## config.mk

```make
export PLATFORM = sky130hd
export DESIGN_NAME = rotator_arbiter
export DESIGN_NICKNAME = d
export VERILOG_FILES = /design/src/rtl/rotator_arbiter_pkg.sv /design/src/rtl/rotator.sv /design/src/rtl/rotator_arbiter_rr_arbiter.sv /design/src/rtl/rotator_arbiter.sv
export SDC_FILE = /design/constraint.sdc
export NUM_CORES = 1
export LEC_CHECK = 0
export CAP_MARGIN = 5
export CORE_ASPECT_RATIO = 0.5
export CORE_MARGIN = 5
export CORE_UTILIZATION = 44
export DETAILED_ROUTE_END_ITERATION = 7
export GPL_ROUTABILITY_DRIVEN = 0
export GPL_TIMING_DRIVEN = 0
export HOLD_SLACK_MARGIN = 0.12
export PLACE_DENSITY = 0.82
export SLEW_MARGIN = 25
export SYNTH_ARGS = -nofsm -noshare
export SYNTH_HDL_FRONTEND = slang
export SYNTH_SLANG_ARGS = --single-unit
```

## constraint.sdc

```tcl
create_clock -name clk -period 5.6 [get_ports clk]
set_input_delay 1.12 -clock clk [delete_from_list [all_inputs] [get_ports clk]]
set_output_delay 1.12 -clock clk [all_outputs]
set_load 0.02 [all_outputs]
```

## src/rtl/rotator_arbiter_pkg.sv

```systemverilog
// Shared helpers for the rotator arbiter and its sub-blocks.
package rotator_arbiter_pkg;

  // Ceiling log2; the width needed to hold values 0..v-1.
  function automatic int unsigned log2c(input int unsigned v);
    int unsigned r;
    r = 0;
    while ((64'd1 << r) < 64'(v)) r = r + 1;
    return r;
  endfunction

endpackage

```

## src/rtl/rotator.sv

```systemverilog
// Combinational barrel rotator; DIR = 0 rotates left, DIR = 1 rotates right.
// The amount must be below N.
module rotator #(
  parameter int unsigned N   = 8,
  parameter int unsigned L   = 3,
  parameter bit          DIR = 1'b0
) (
  input  logic [N-1:0] data_i,
  input  logic [L-1:0] amt_i,
  output logic [N-1:0] data_o
);

  logic [2*N-1:0] dbl;

  generate
    if (DIR == 1'b0) begin : g_left
      // Shift the doubled word left; the upper half is the rotated word.
      always_comb begin
        dbl    = {data_i, data_i} << amt_i;
        data_o = dbl[2*N-1:N];
      end
    end else begin : g_right
      // Shift the doubled word right; the lower half is the rotated word.
      always_comb begin
        dbl    = {data_i, data_i} >> amt_i;
        data_o = dbl[N-1:0];
      end
    end
  endgenerate

endmodule

```

## src/rtl/rotator_arbiter_rr_arbiter.sv

```systemverilog
// Round-robin arbiter: one-hot grant starting the search at ptr, ptr moves
// past the winner only when the grant is enabled and taken.
module rr_arbiter
  import rotator_arbiter_pkg::*;
#(
  parameter int unsigned R = 4
) (
  input  logic         clk,
  input  logic         rst,
  input  logic [R-1:0] req,
  input  logic         en,
  output logic [R-1:0] gnt
);

  localparam int unsigned RI = log2c(R);

  logic [RI-1:0] ptr_q;
  logic [RI-1:0] ptr_d;
  logic          found;
  int unsigned   idx;

  // Search req from ptr upward, wrapping at R; first hit wins.
  always_comb begin
    gnt   = '0;
    ptr_d = ptr_q;
    found = 1'b0;
    idx   = 0;
    for (int unsigned off = 0; off < R; off++) begin
      idx = 32'(ptr_q) + off;
      if (idx >= R) idx = idx - R;
      if (!found && req[RI'(idx)]) begin
        found          = 1'b1;
        gnt[RI'(idx)]  = 1'b1;
        ptr_d          = (idx + 1 == R) ? '0 : RI'(idx + 1);
      end
    end
    if (!en) begin
      gnt   = '0;
      ptr_d = ptr_q;
    end
  end

  // Priority pointer; advances only on a taken grant.
  always_ff @(posedge clk) begin
    if (rst) begin
      ptr_q <= '0;
    end else if (en && (|gnt)) begin
      ptr_q <= ptr_d;
    end
  end

endmodule

```

## src/rtl/rotator_arbiter.sv

```systemverilog
// Shares one left rotator between R requesters: round-robin grant, amount
// normalisation, and a one-deep valid/ready result register.
module rotator_arbiter
  import rotator_arbiter_pkg::*;
#(
  parameter int unsigned N = 8,
  parameter int unsigned R = 4,
  localparam int unsigned L  = log2c(N),
  localparam int unsigned RI = log2c(R)
) (
  input  logic           clk,
  input  logic           rst,
  input  logic [R-1:0]   in_valid,
  output logic [R-1:0]   in_ready,
  input  logic [R*N-1:0] in_data,
  input  logic [R*L-1:0] in_rot,
  input  logic [R-1:0]   in_dir,
  output logic           out_valid,
  input  logic           out_ready,
  output logic [N-1:0]   out_data,
  output logic [RI-1:0]  out_id
);

  localparam int unsigned LW  = L + 1;
  localparam logic [L:0]  N_X = LW'(N);

  logic [R-1:0]  gnt;
  logic          en;
  logic [N-1:0]  sel_data;
  logic [L-1:0]  sel_rot;
  logic          sel_dir;
  logic [RI-1:0] sel_id;
  logic [L:0]    rot_x;
  logic [L:0]    k_x;
  logic [L:0]    amt_x;
  logic [L-1:0]  amt;
  logic [N-1:0]  rot_data;

  logic          out_valid_q, out_valid_d;
  logic [N-1:0]  out_data_q,  out_data_d;
  logic [RI-1:0] out_id_q,    out_id_d;

  // Grant only when the result slot is free and not in reset.
  assign en       = ~rst & (~out_valid_q | out_ready);
  assign in_ready = gnt;

  rr_arbiter #(.R(R)) u_arb (
    .clk (clk),
    .rst (rst),
    .req (in_valid),
    .en  (en),
    .gnt (gnt)
  );

  // One-hot select of the granted requester's fields.
  always_comb begin
    sel_data = '0;
    sel_rot  = '0;
    sel_dir  = 1'b0;
    sel_id   = '0;
    for (int unsigned i = 0; i < R; i++) begin
      if (gnt[i]) begin
        sel_data = sel_data | in_data[i*N +: N];
        sel_rot  = sel_rot  | in_rot[i*L +: L];
        sel_dir  = sel_dir  | in_dir[i];
        sel_id   = RI'(i);
      end
    end
  end

  // Fold rot into 0..N-1, then turn a right rotate into the equivalent left one.
  always_comb begin
    rot_x = {1'b0, sel_rot};
    k_x   = (rot_x >= N_X) ? (rot_x - N_X) : rot_x;
    amt_x = (sel_dir && (k_x != '0)) ? (N_X - k_x) : k_x;
    amt   = amt_x[L-1:0];
  end

  rotator #(.N(N), .L(L), .DIR(1'b0)) u_rot (
    .data_i (sel_data),
    .amt_i  (amt),
    .data_o (rot_data)
  );

  // Result register next state: load on grant, drain on output transfer.
  always_comb begin
    out_valid_d = out_valid_q;
    out_data_d  = out_data_q;
    out_id_d    = out_id_q;
    if (|gnt) begin
      out_valid_d = 1'b1;
      out_data_d  = rot_data;
      out_id_d    = sel_id;
    end else if (out_ready) begin
      out_valid_d = 1'b0;
    end
  end

  // Result register.
  always_ff @(posedge clk) begin
    if (rst) begin
      out_valid_q <= 1'b0;
      out_data_q  <= '0;
      out_id_q    <= '0;
    end else begin
      out_valid_q <= out_valid_d;
      out_data_q  <= out_data_d;
      out_id_q    <= out_id_d;
    end
  end

  assign out_valid = out_valid_q;
  assign out_data  = out_data_q;
  assign out_id    = out_id_q;

endmodule

```

==> results of run 1 <==
## state kept, by name, indices dropped and copies added, names as in the netlist
| register | count |
|---|---|
| out_id | 2 |
| out_data | 8 |
| u_arb.ptr_q | 2 |
| out_valid | 1 |
## cells in the final DEF (no fill, tap or decap), drive strengths merged
cell,count
clkdlybuf4s50,69
o211ai,35
o21ai,15
buf,14
a21oi,13
dfxtp,13
mux2i,10
a221oi,10
inv,9
nand4,9
clkbuf,9
mux2,9
ha,8
nor2,7
mux4,4
nor2b,3
a211oi,3
and2,3
nor3b,3
nand2b,2
a221o,2
o21a,2
nor4b,2
o2bb2ai,1
nand3b,1
and3,1
and4,1
or2,1
o2111a,1
a41oi,1
or3,1
a21o,1
o21bai,1
a22oi,1
or4,1
## layer usage
layer / vias to the layer above / routed length, µm / GRT usage
met4: 0 / 114 / 0.0529
met1: 906 / 2420 / 0.254
met3: 15 / 285 / 0.0401
met2: 65 / 2700 / 0.412
li1: 926 / - / -
met5: - / 0 / 0
## stage by stage
step	total power, µW	worst slack [ns]
final	1350	0.270
after global routing	1470	0.0301
after CTS	1350	0.321
after detailed placement	1260	0.0641
after global placement	1220	0.194
after floorplan	963	1.08
## worst reg2reg max path, stage by stage (launching register included)
cell	delay, ns
dfxtp_1	0.41
buf_6	0.16
inv_1	0.08
ha_1	0.36
mux4_2	0.50
buf_2	0.20
nand3b_1	0.17
a221oi_1	0.50
clkbuf_2	0.32
o21ai_1	0.10
nand4_1	0.14
buf_6	0.17
inv_1	0.07
ha_1	0.21
ha_1	0.20
a41oi_2	0.24
mux2_4	0.39
mux2_1	0.38
a221oi_1	0.32
## layout make-up
class,instances,share of cell area
Multi-Input combinational cell,152,0.513
Tap cell,51,0.0256
Inverter,9,0.0136
Clock buffer,4,0.0181
Buffer,19,0.0477
Timing Repair Buffer,69,0.277
Sequential cell,13,0.104
## final timing paths
path,startpoint,end,slack [ns],depth (start not counted)
worst max-delay path,in_valid[2],out_data[5],0.27,16
worst min-delay path,out_valid,out_valid,0.52,2
worst max register to register,u_arb.ptr_q[0],out_data[5],0.56,18
worst min register to register,out_valid,out_valid,0.52,2
## power groups by stage
stage	clock network (µW)	registers, µW	logic (µW)
floorplan	0	191	772
global placement	0	157	1070
detailed placement	0	160	1100
CTS	86.4	158	1100
global route	92.8	162	1210
finish	85.6	158	1110
## logic make-up (layout without fill, tap and decap cells)
| family | count (synthesis) | count (layout) | synth area share |
|---|---|---|---|
| compound gates | 86 | 86 | 0.372 |
| fa+ha+maj | 8 | 8 | 0.0592 |
| buf+inv | 28 | 101 | 0.0902 |
| flops | 13 | 13 | 0.154 |
| mux | 23 | 23 | 0.177 |
| simple gates | 35 | 35 | 0.148 |
==> out/results.txt, run 1 <==
Area occupied by multi-input gates: 1280 µm². The per-cell via count in the routed design is 6.03. The logs give 0 for the total of hold buffers inserted after clock tree synthesis and 193 for the gate count of the mapped netlist. The placed instance count was 313. Static timing analysis puts the maximum clock frequency at 188 MHz. The largest single stage delay on the critical path is 0.50 ns.

The run gives 1,927 as the number of global-route vias before repair. The setup path with the least slack is of type in2reg. In this run the post-CTS setup repair buffer count came out at 0.

The count of boundary I/O pins was 70; the wire length of the first global-routing pass was 9.12 mm. From left edge to right edge, the die measures 97.7 µm. The effective utilization at floorplan is 0.474, and the maximum buffer depth of the clock tree is 2. The final routed wire length divided by cell count is 17.4 µm. The number of clock buffers added by TritonCTS is 3.

The max-capacitance violation count came out at 0. Summed over all layers, the global routing overflow is 0. The path class of the tightest hold or removal check is reg2reg.

The finished cells cover 2490 µm². The first TritonRoute pass finished after 4 iterations. The tools report the data required time at the worst endpoint as 5.74 ns.

The distinct cell type count after synthesis is 46. The number of resized instances in the post-cts repair step came out at 0. For the sequential area share after synthesis, the log shows 0.154.

The analysis attributes to cell leakage a power of 0.000877 µW. The number of synthesized register bits is 13. The slowest cell on the critical path is a221oi_1.

Excluding fillers, the count of instances in the completed layout stands at 317. The run finished with clean final reports. The routed design has 5.51 mm of wire. The post-route fraction of the period consumed by the critical path is 0.952, and the average cell area after synthesis is 8.76 µm². The logs give 0.063 for the clock share of power and 103 for the number of DRC violations after detailed-routing iteration 0.

STA classifies the critical path endpoint as a register. The buffers plus inverters on the worst setup path was 5; the final-layout fill cell count was 297. After detailed placement, the total cell area comes to 2450 µm².

The power density over cell area was 543 nW/µm²; the via count was 1,912. The time the final worst path needs with I/O delays and setup was 5.33 ns; the number of slew-limit violations in the final report was 0. IR analysis of the VDD net gives a maximum drop of 0.274 mV. Worst slew margin relative to its limit: 0.628. The net switching fraction of the power was 0.490; the number of failing hold endpoints at the final stage was 0.

The floorplan step set the die height to 53.8 µm. The worst path arrival time came out at 5.47 ns. The internal power consumption is 690 µW.

Most common cell in the netlist: o211ai_1. The clock-pin slew on the worst setup and hold paths is 0.05 ns. The fraction of synthesized cell area taken by the top area cell type is 0.154. The run gives 0.117 as the part of the total power dissipated in sequential elements. The fraction of layout cells with a size suffix above 1 was 0.158.

By count the netlist is led by o211ai_1 (33), a21oi_1 (13), dfxtp_1 (13), o21ai_0 (13). Final hold analysis gives a worst-case slack of 0.520 ns. The net count after synthesis is 256, and the count of buffers from port buffering is 69.

Total number of H-tree levels: 1. Clock tree synthesis selected as its root buffer the cell clkbuf_8. The maximum fanout encountered on the critical timing path is 10, and the detailed-route DRC error count is 0.

In this design, the largest share of critical-path delay is due to multiplexers. For this run, the leading register cell type out of synthesis is dfxtp_1. The critical path goes through clkdlybuf4s50_1, mux4_2, buf_2, nand3b_1, a221oi_1, clkbuf_2, o21ai_1, nand4_1, buf_6, inv_1, ha_1, ha_1, a41oi_2, mux2_4, mux2_1, a221oi_1.

The initialized floorplan defines 15 standard-cell rows. CTS saw 13 sinks. The combinational share of power is 0.820. Initial antenna violation count: 0. TritonCTS built the clock tree. Setup violations remaining at the end of the flow were counted as 0. In this run the cell area of the synthesized design comes to 1690 µm². The wire-length estimate of the detail-placed layout is 4.46 mm. The tools report the summed negative setup slack over all endpoints as 0 ns. In the post-synthesis netlist, the biggest area contributors are dfxtp_1 (15%), o211ai_1 (15%), ha_1 (5.9%). The die footprint is 5260 µm².

The most area-hungry cell type in the Yosys netlist is dfxtp_1. Summed over all nets, the switching power comes to 662 µW. The logs give 0.699 for the fraction of the core area covered by cells at the end of the flow and 0.25 ns for the clock latency at the later pin of the worst-skew pair. STA classifies the critical path startpoint as an input pin. Number of enable-type register cells in the synthesized netlist: 0. The proportion of register bits with asynchronous set or reset after synthesis was 0; the sequential cell area was 260 µm². The clock arrives with 0.00213 ns of skew.

The maximum number of pins on one net before global-route repair is 11. Once detail routing completed, the nets flagged for antenna violations numbered 0. Area growth from synthesis to layout: 47.3%. The number of antenna diodes in the final layout is 0. At the end of the flow, the number of nets in the layout was 330. The core region is 3570 µm². During synthesis, Yosys emitted a total of 0 warnings. For the pin with the worst max-slew slack, the measured transition is 0.558 ns. The total global-route track usage came out at 0.214. Setup repair after global routing left no endpoint under its margin.
Note: power is estimated with default switching activity, not from simulation.
==> run 2, diff against run 1 <==
--- a/config.mk
+++ b/config.mk
@@ -14,6 +14,7 @@
 export GPL_TIMING_DRIVEN = 0
 export HOLD_SLACK_MARGIN = 0.12
 export PLACE_DENSITY = 0.82
+export REMOVE_ABC_BUFFERS = 1
 export SLEW_MARGIN = 25
 export SYNTH_ARGS = -nofsm -noshare
 export SYNTH_HDL_FRONTEND = slang
==> run 2 against run 1 <==
  * Via count fell by 3.0%
  * Design area is 1.7% lower
  * First-iteration DRC count rose by 16%
  * Sequential power is 4% higher
  * Flip-flop and latch count did not move
  * Clock power shrank 3.6%
  * Critical endpoint is now out_data[1]
  * Largest power group unchanged
==> out/results.txt, run 2 (same netlist as run 1, synthesis figures left out) <==
The highest attainable clock frequency is 187 MHz (was 188 MHz), and the number of flip-flops under the largest register name is 8 (unchanged). The final global-route overflow total is 0 (unchanged), and the number of slew-limit violations in the final report is 0 (unchanged). The area growth from synthesis to layout works out to 44.7% (was 47.3%). Maximum fanout encountered on the critical timing path: 14 (was 10). Endpoint of the lowest-slack register-to-register path: out_data[1] (was out_data[5]). The x dimension of the die is 97.7 µm (unchanged), and the overall die height is 53.8 µm (unchanged).

The maximum resistive drop on vdd is 0.326 mV (was 0.274 mV), and the total number of H-tree levels is 1 (unchanged). The number of placement rows came out at 15 (unchanged). The category of the critical setup timing path is in2reg (unchanged). The run finished with clean final reports. The clock-pin slew on the worst setup and hold paths came out at 0.05 ns (about the same). The number of cell instances on the worst register-to-register path works out to 14 (was 18). The start of the worst register-to-register path is u_arb.ptr_q[0] (unchanged). Kind of launch point of the worst setup path: an input pin (unchanged).

For the antenna cell count, the log shows 0 (unchanged). The data required time at the worst endpoint was 5.73 ns (was 5.74 ns). Most frequent cells in the layout: clkdlybuf4s50_1 (69), o211ai_1 (33), a21oi_1 (13), o21ai_0 (13), dfxtp_1 (13) (unchanged).

The total global-route track usage came out at 0.205 (was 0.214). The type of the most critical hold path is reg2reg (unchanged). The time the final worst path needs with I/O delays and setup is 5.36 ns (was 5.33 ns).

The final-layout fill cell count is 291 (was 297). The master cell of the clock root buffer is clkbuf_8 (unchanged). The area occupied by multi-input gates was 1320 µm² (was 1280 µm²). TritonCTS built the clock tree. Maximum number of pins on one net before global-route repair: 40 (was 11). The final routed wire length divided by cell count is 17.8 µm (was 17.4 µm), and the number of DRC violations after detailed-routing iteration 0 is 119 (was 103).

The core outline area came out at 3570 µm² (unchanged). The effective utilization at floorplan came out at 0.474 (unchanged). The tools report the startpoint of the worst setup timing path as in_valid[3] (was in_valid[2]). The run gives 0.00181 ns (was 0.00213 ns) as the setup clock skew after layout. The tools report the total CTS buffers as 3 (unchanged). The run gives 0 (unchanged) as the detailed-route DRC error count. Summed negative setup slack over all endpoints: 0 ns (unchanged). The number of global-route vias before repair came out at 1,805 (was 1,927). Die footprint: 5260 µm² (unchanged). Per-cell via count in the routed design: 6.12 (was 6.03). For the total of hold buffers inserted after clock tree synthesis, the log shows 0 (unchanged). The post-route fraction of the period consumed by the critical path was 0.957 (was 0.952). For the worst hold-check slack, the log shows 0.524 ns (was 0.520 ns). Count of buffers from port buffering: 69 (unchanged).

The tools report the total wire length as 5.40 mm (was 5.51 mm). For the max-capacitance violation count, the log shows 0 (unchanged). Endpoint type of the worst setup path: a register (unchanged).

The sequential cell area is 260 µm² (unchanged). The logs give 4 (unchanged) for the iteration count of the initial detailed-routing pass and 0 (unchanged) for the remaining antenna violation count after routing. The tools report the number of nets in the layout as 316 (was 330). The tools report the worst path arrival time as 5.49 ns (was 5.47 ns). The tools report the wire length of the first global-routing pass as 8.90 mm (was 9.12 mm). The maximum buffer depth of the clock tree was 2 (unchanged).

The detailed placer's ending HPWL is 3.97 mm (was 4.46 mm). The logs give 1,854 (was 1,912) for the via count and 0.000844 µW (was 0.000877 µW) for the leakage power. The initial antenna violation count was 0 (unchanged).

The number of failing hold endpoints at the final stage is 0 (unchanged). The final count of negative-setup-slack endpoints is 0 (unchanged). The most common library cell in the layout ignoring fill and taps was clkdlybuf4s50_1 (unchanged). The run gives 0.50 ns (was 0.56 ns) as the flop-to-flop setup slack.

The fraction of layout cells with a size suffix above 1 is 0.143 (was 0.158). The clock latency at the later pin of the worst-skew pair is 0.24 ns (was 0.25 ns), and the power density over cell area is 546 nW/µm² (was 543 nW/µm²). The transition time at the pin with the least slew margin is 0.836 ns (was 0.558 ns), and the clock sink count is 13 (unchanged).

The endpoint of the most critical setup path is out_data[1] (was out_data[5]). The logs give 70 (unchanged) for the count of boundary I/O pins and 0.442 (was 0.628) for the worst slew margin relative to its limit.
## run 2: per-layer routing
metal  up-vias  GRT usage  part of all wire
met2        60      0.392              0.51
met4         0     0.0207            0.0093
met5         -          0                 0
met3         8     0.0323             0.040
met1       886      0.259              0.44
li1        900          -                 -
## run 2: worst min-delay path by stage
stage                               from  cells past startpoint             end
final                          out_id[0]                      2       out_id[0]
after global routing           out_valid                      2       out_valid
after CTS                      out_id[0]                      2       out_id[0]
after detailed placement       out_id[1]                      2       out_id[1]
after global placement         out_id[1]                      2       out_id[1]
after floorplan           u_arb.ptr_q[1]                      2  u_arb.ptr_q[1]
## run 2: timing repair
item	CTS	global route
endpoints found under the setup margin	2	8
resized for setup	1	2
buffers inserted	0	4
pin swaps	0	1
hold endpoints to repair	0	0
## run 2: report_power, final
group          total, µW  switching (µW)  internal [µW]
logic               1090             595            495
clock network       82.5            32.3           50.2
registers            164            30.9            133
## run 2: area by class of cell
class | instances | share of cell area
Sequential cell | 13 | 0.106
Multi-Input combinational cell | 152 | 0.538
Clock buffer | 4 | 0.0184
Timing Repair Buffer | 74 | 0.297
Tap cell | 51 | 0.0261
Inverter | 9 | 0.0138
## run 2: critical path, cell delays in order
cell and delay [ns]:
clkdlybuf4s50_1 0.45, mux4_2 0.65, nor3b_2 0.36, a221o_1 0.57, o211ai_1 0.16, nand4_1 0.31
inv_1 0.08, ha_1 0.21, ha_1 0.22, a41oi_2 0.30, mux2_4 0.39, mux2_1 0.34
a221oi_1 0.32
## run 2: metrics by stage
step | instance area [µm²] | cells | util | total power (µW) | setup slack, ns
2_1_floorplan | 1570 | 174 | - | 902 | 0.314
3_3_place_gp | 2330 | 294 | 0.653 | 1150 | -1.16
3_5_place_dp | 2350 | 295 | 0.659 | 1180 | -0.262
4_1_cts | 2400 | 299 | 0.673 | 1280 | 0.0193
5_1_grt | 2450 | 303 | 0.687 | 1450 | -0.0205
6_report | 2450 | 303 | 0.687 | 1340 | 0.243
==> run 3, diff against run 2 <==
==> constraint.sdc (replaced) <==
create_clock -name clk -period 5.5 [get_ports clk]
set_input_delay 1.1 -clock clk [delete_from_list [all_inputs] [get_ports clk]]
set_output_delay 1.1 -clock clk [all_outputs]
set_load 0.02 [all_outputs]
==> run 3 against run 2 <==
  * Wire length grew 0.94%
  * Combinational power is essentially flat
  * Register-to-register slack lost 0.04 ns
  * First-iteration DRC count shrank 24%
  * Sequential share of layout area shrank 0.11 points
  * Clock power grew 1%
  * Worst hold slack lost 0.0037 ns
  * Critical path type unchanged
  * Critical endpoint unchanged
  * Largest cell class unchanged
==> out/results.txt, run 3 (same netlist as run 1, synthesis figures left out) <==
The run gives 15 (unchanged) as the number of placement rows. The logs give 2 (unchanged) for the maximum buffer depth of the clock tree and 1,854 (unchanged) for the via count. Setup repair after global routing left no endpoint under its margin. The clock latency at the later pin of the worst-skew pair was 0.24 ns (about the same).

The number of failing hold endpoints at the final stage was 0 (unchanged). Most frequent cells in the layout: clkdlybuf4s50_1 (69), o211ai_1 (33), a21oi_1 (13), o21ai_0 (13), dfxtp_1 (13) (unchanged). For the wire length of the first global-routing pass, the log shows 9.01 mm (was 8.90 mm).

Final routed wire length divided by cell count: 17.8 µm (about the same). The maximum number of pins on one net before global-route repair was 40 (unchanged); the buffers plus inverters on the worst setup path was 3 (was 2). The start of the worst register-to-register path is u_arb.ptr_q[0] (unchanged). The tools report the placed instance area as 2350 µm² (unchanged).

The worst path arrival time was 5.34 ns (was 5.49 ns). The run finished with clean final reports. The number of flip-flops under the largest register name came out at 8 (unchanged).

The initial antenna violation count is 0 (unchanged), and the antenna cell count is 0 (unchanged). The overall die height works out to 53.8 µm (unchanged). The master cell of the clock root buffer was clkbuf_8 (unchanged). The x dimension of the die is 97.7 µm (unchanged). The logs give 0 (unchanged) for the final count of negative-setup-slack endpoints and 0.00161 ns (was 0.00181 ns) for the setup clock skew after layout. Slowest cell on the critical path: mux4_2 (unchanged). The data required time at the worst endpoint is 5.63 ns (was 5.73 ns), and the clock sink count is 13 (unchanged).

The tools report the final-layout fill cell count as 291 (unchanged). The effective utilization at floorplan is 0.474 (unchanged), and the fraction of layout cells with a size suffix above 1 is 0.161 (was 0.143). The number of nets in the layout was 319 (was 316).

The run gives 90 (was 119) as the number of DRC violations after detailed-routing iteration 0. The worst slew margin relative to its limit came out at 0.437 (was 0.442). The tools report the startpoint of the worst setup timing path as in_valid[2] (was in_valid[3]). The power density over cell area was 554 nW/µm² (was 546 nW/µm²); the highest attainable clock frequency was 192 MHz.

The post-route fraction of the period consumed by the critical path is 0.948, and the final global-route overflow total is 0 (unchanged). The run gives 0.208 (was 0.205) as the total global-route track usage. The detailed placer's ending HPWL is 3.97 mm (unchanged), and the total number of H-tree levels is 1 (unchanged). The run gives 70 (unchanged) as the count of boundary I/O pins. TritonCTS built the clock tree. Remaining antenna violation count after routing: 0 (unchanged).

Most numerous cell on the critical path: ha_1 (unchanged). The run gives 2470 µm² (was 2450 µm²) as the area of all placed cells without fillers. The detailed-route DRC error count was 0 (unchanged); the clock-pin slew on the worst setup and hold paths was 0.05 ns (about the same). The area growth from synthesis to layout came out at 46.2% (was 44.7%). The total CTS buffers is 3 (unchanged), and the number of slew-limit violations in the final report is 0 (unchanged).

The per-cell via count in the routed design works out to 6.06 (was 6.12). The die footprint is 5260 µm² (unchanged), and the maximum fanout encountered on the critical timing path is 10 (was 14). The iteration count of the initial detailed-routing pass came out at 4 (unchanged).

The kind of cell with the highest combined delay on the critical path is multiplexers (unchanged). Endpoint type of the worst setup path: a register (unchanged). The maximum resistive drop on vdd is 0.314 mV (was 0.326 mV). The tools report the core outline area as 3570 µm² (unchanged).

Most common library cell in the layout ignoring fill and taps: clkdlybuf4s50_1 (unchanged). The delay of the slowest cell on the worst path is 0.62 ns (was 0.65 ns). The clock period could shrink to 5.21 ns.

The kind of launch point of the worst setup path was an input pin (unchanged). Ordered cell list for the critical path: clkdlybuf4s50_1, mux4_2, nand3b_1, a221oi_2, buf_4, o21ai_1, nand4_1, inv_1, ha_1, ha_1, a41oi_2, mux2_4, mux2_1, a221oi_1 (was clkdlybuf4s50_1, mux4_2, nor3b_2, a221o_1, o211ai_1, nand4_1, inv_1, ha_1, ha_1, a41oi_2, mux2_4, mux2_1, a221oi_1). The post-place setup slack came out at -0.342 ns (was -0.262 ns). The transition time at the pin with the least slew margin is 0.842 ns (was 0.836 ns).

The logs give 0.287 ns (was 0.243 ns) for the post-layout worst setup margin and 0 (unchanged) for the max-capacitance violation count. The number of global-route vias before repair is 1,832 (was 1,805), and the leakage power is 0.000861 µW (was 0.000844 µW). The total wire length is 5.45 mm (was 5.40 mm).

The category of the critical setup timing path is in2reg (unchanged). The count of buffers from port buffering works out to 69 (unchanged). The type of the most critical hold path is reg2reg (unchanged). The hold path startpoint is out_id[0] (unchanged).
[run 3: worst paths after layout]
check                                    to  slack [ns]  cells after the start
worst min register to register    out_id[0]        0.52                      2
worst max-delay path            out_data[1]        0.29                     14
worst max register to register  out_data[1]        0.46                     15
worst min-delay path              out_id[0]        0.52                      2
[run 3: final cells by class]
type | instances | area, µm² | share of cell area
timing repair buffer | 77 | 751 | 0.303
sequential | 13 | 260 | 0.105
multi-input combinational | 152 | 1320 | 0.534
inverter | 9 | 33.8 | 0.0137
clock buffer | 4 | 45.0 | 0.0182
tap | 51 | 63.8 | 0.0258
[run 3: metal layers]
metal,track usage,up-vias,share of wire
li1,-,903,-
met1,0.261,899,0.45
met2,0.395,46,0.50
met3,0.0323,6,0.035
met4,0.0299,0,0.011
met5,0,-,0
[run 3: tightest hold or removal path: cells and delay by family, from the launching register on]
kind / cells / cell delay [ns]
and+or+nand+nor: 1 / 0.08
AOI/OAI and AO/OA: 1 / 0.08
DFF: 1 / 0.33
[run 3: what timing repair did]
action	CTS	global route
cloned	0	0
setup buffers	0	7
pin swaps	0	2
resized for setup	3	2
hold buffers	0	0
setup endpoints to repair	8	8
[run 3: power breakdown]
| part | internal [µW] | leakage, µW | switching (µW) | total, µW |
|---|---|---|---|---|
| logic | 513 | 0.000731 | 606 | 1120 |
| registers | 136 | 0.000108 | 31.4 | 167 |
| clock network | 51.1 | 0.0000228 | 32.5 | 83.6 |
[run 3: through the flow]
step                      setup TNS [ns]  total power [µW]   util  hold WS, ns  instances
after floorplan                        0               919      -        0.574        174
after global placement            -10.88              1170  0.653        0.480        294
after detailed placement           -2.34              1200  0.659        0.493        295
after CTS                              0              1320  0.676        0.519        299
after global routing                   0              1490  0.694        0.566        306
final                                  0              1370  0.694        0.520        306
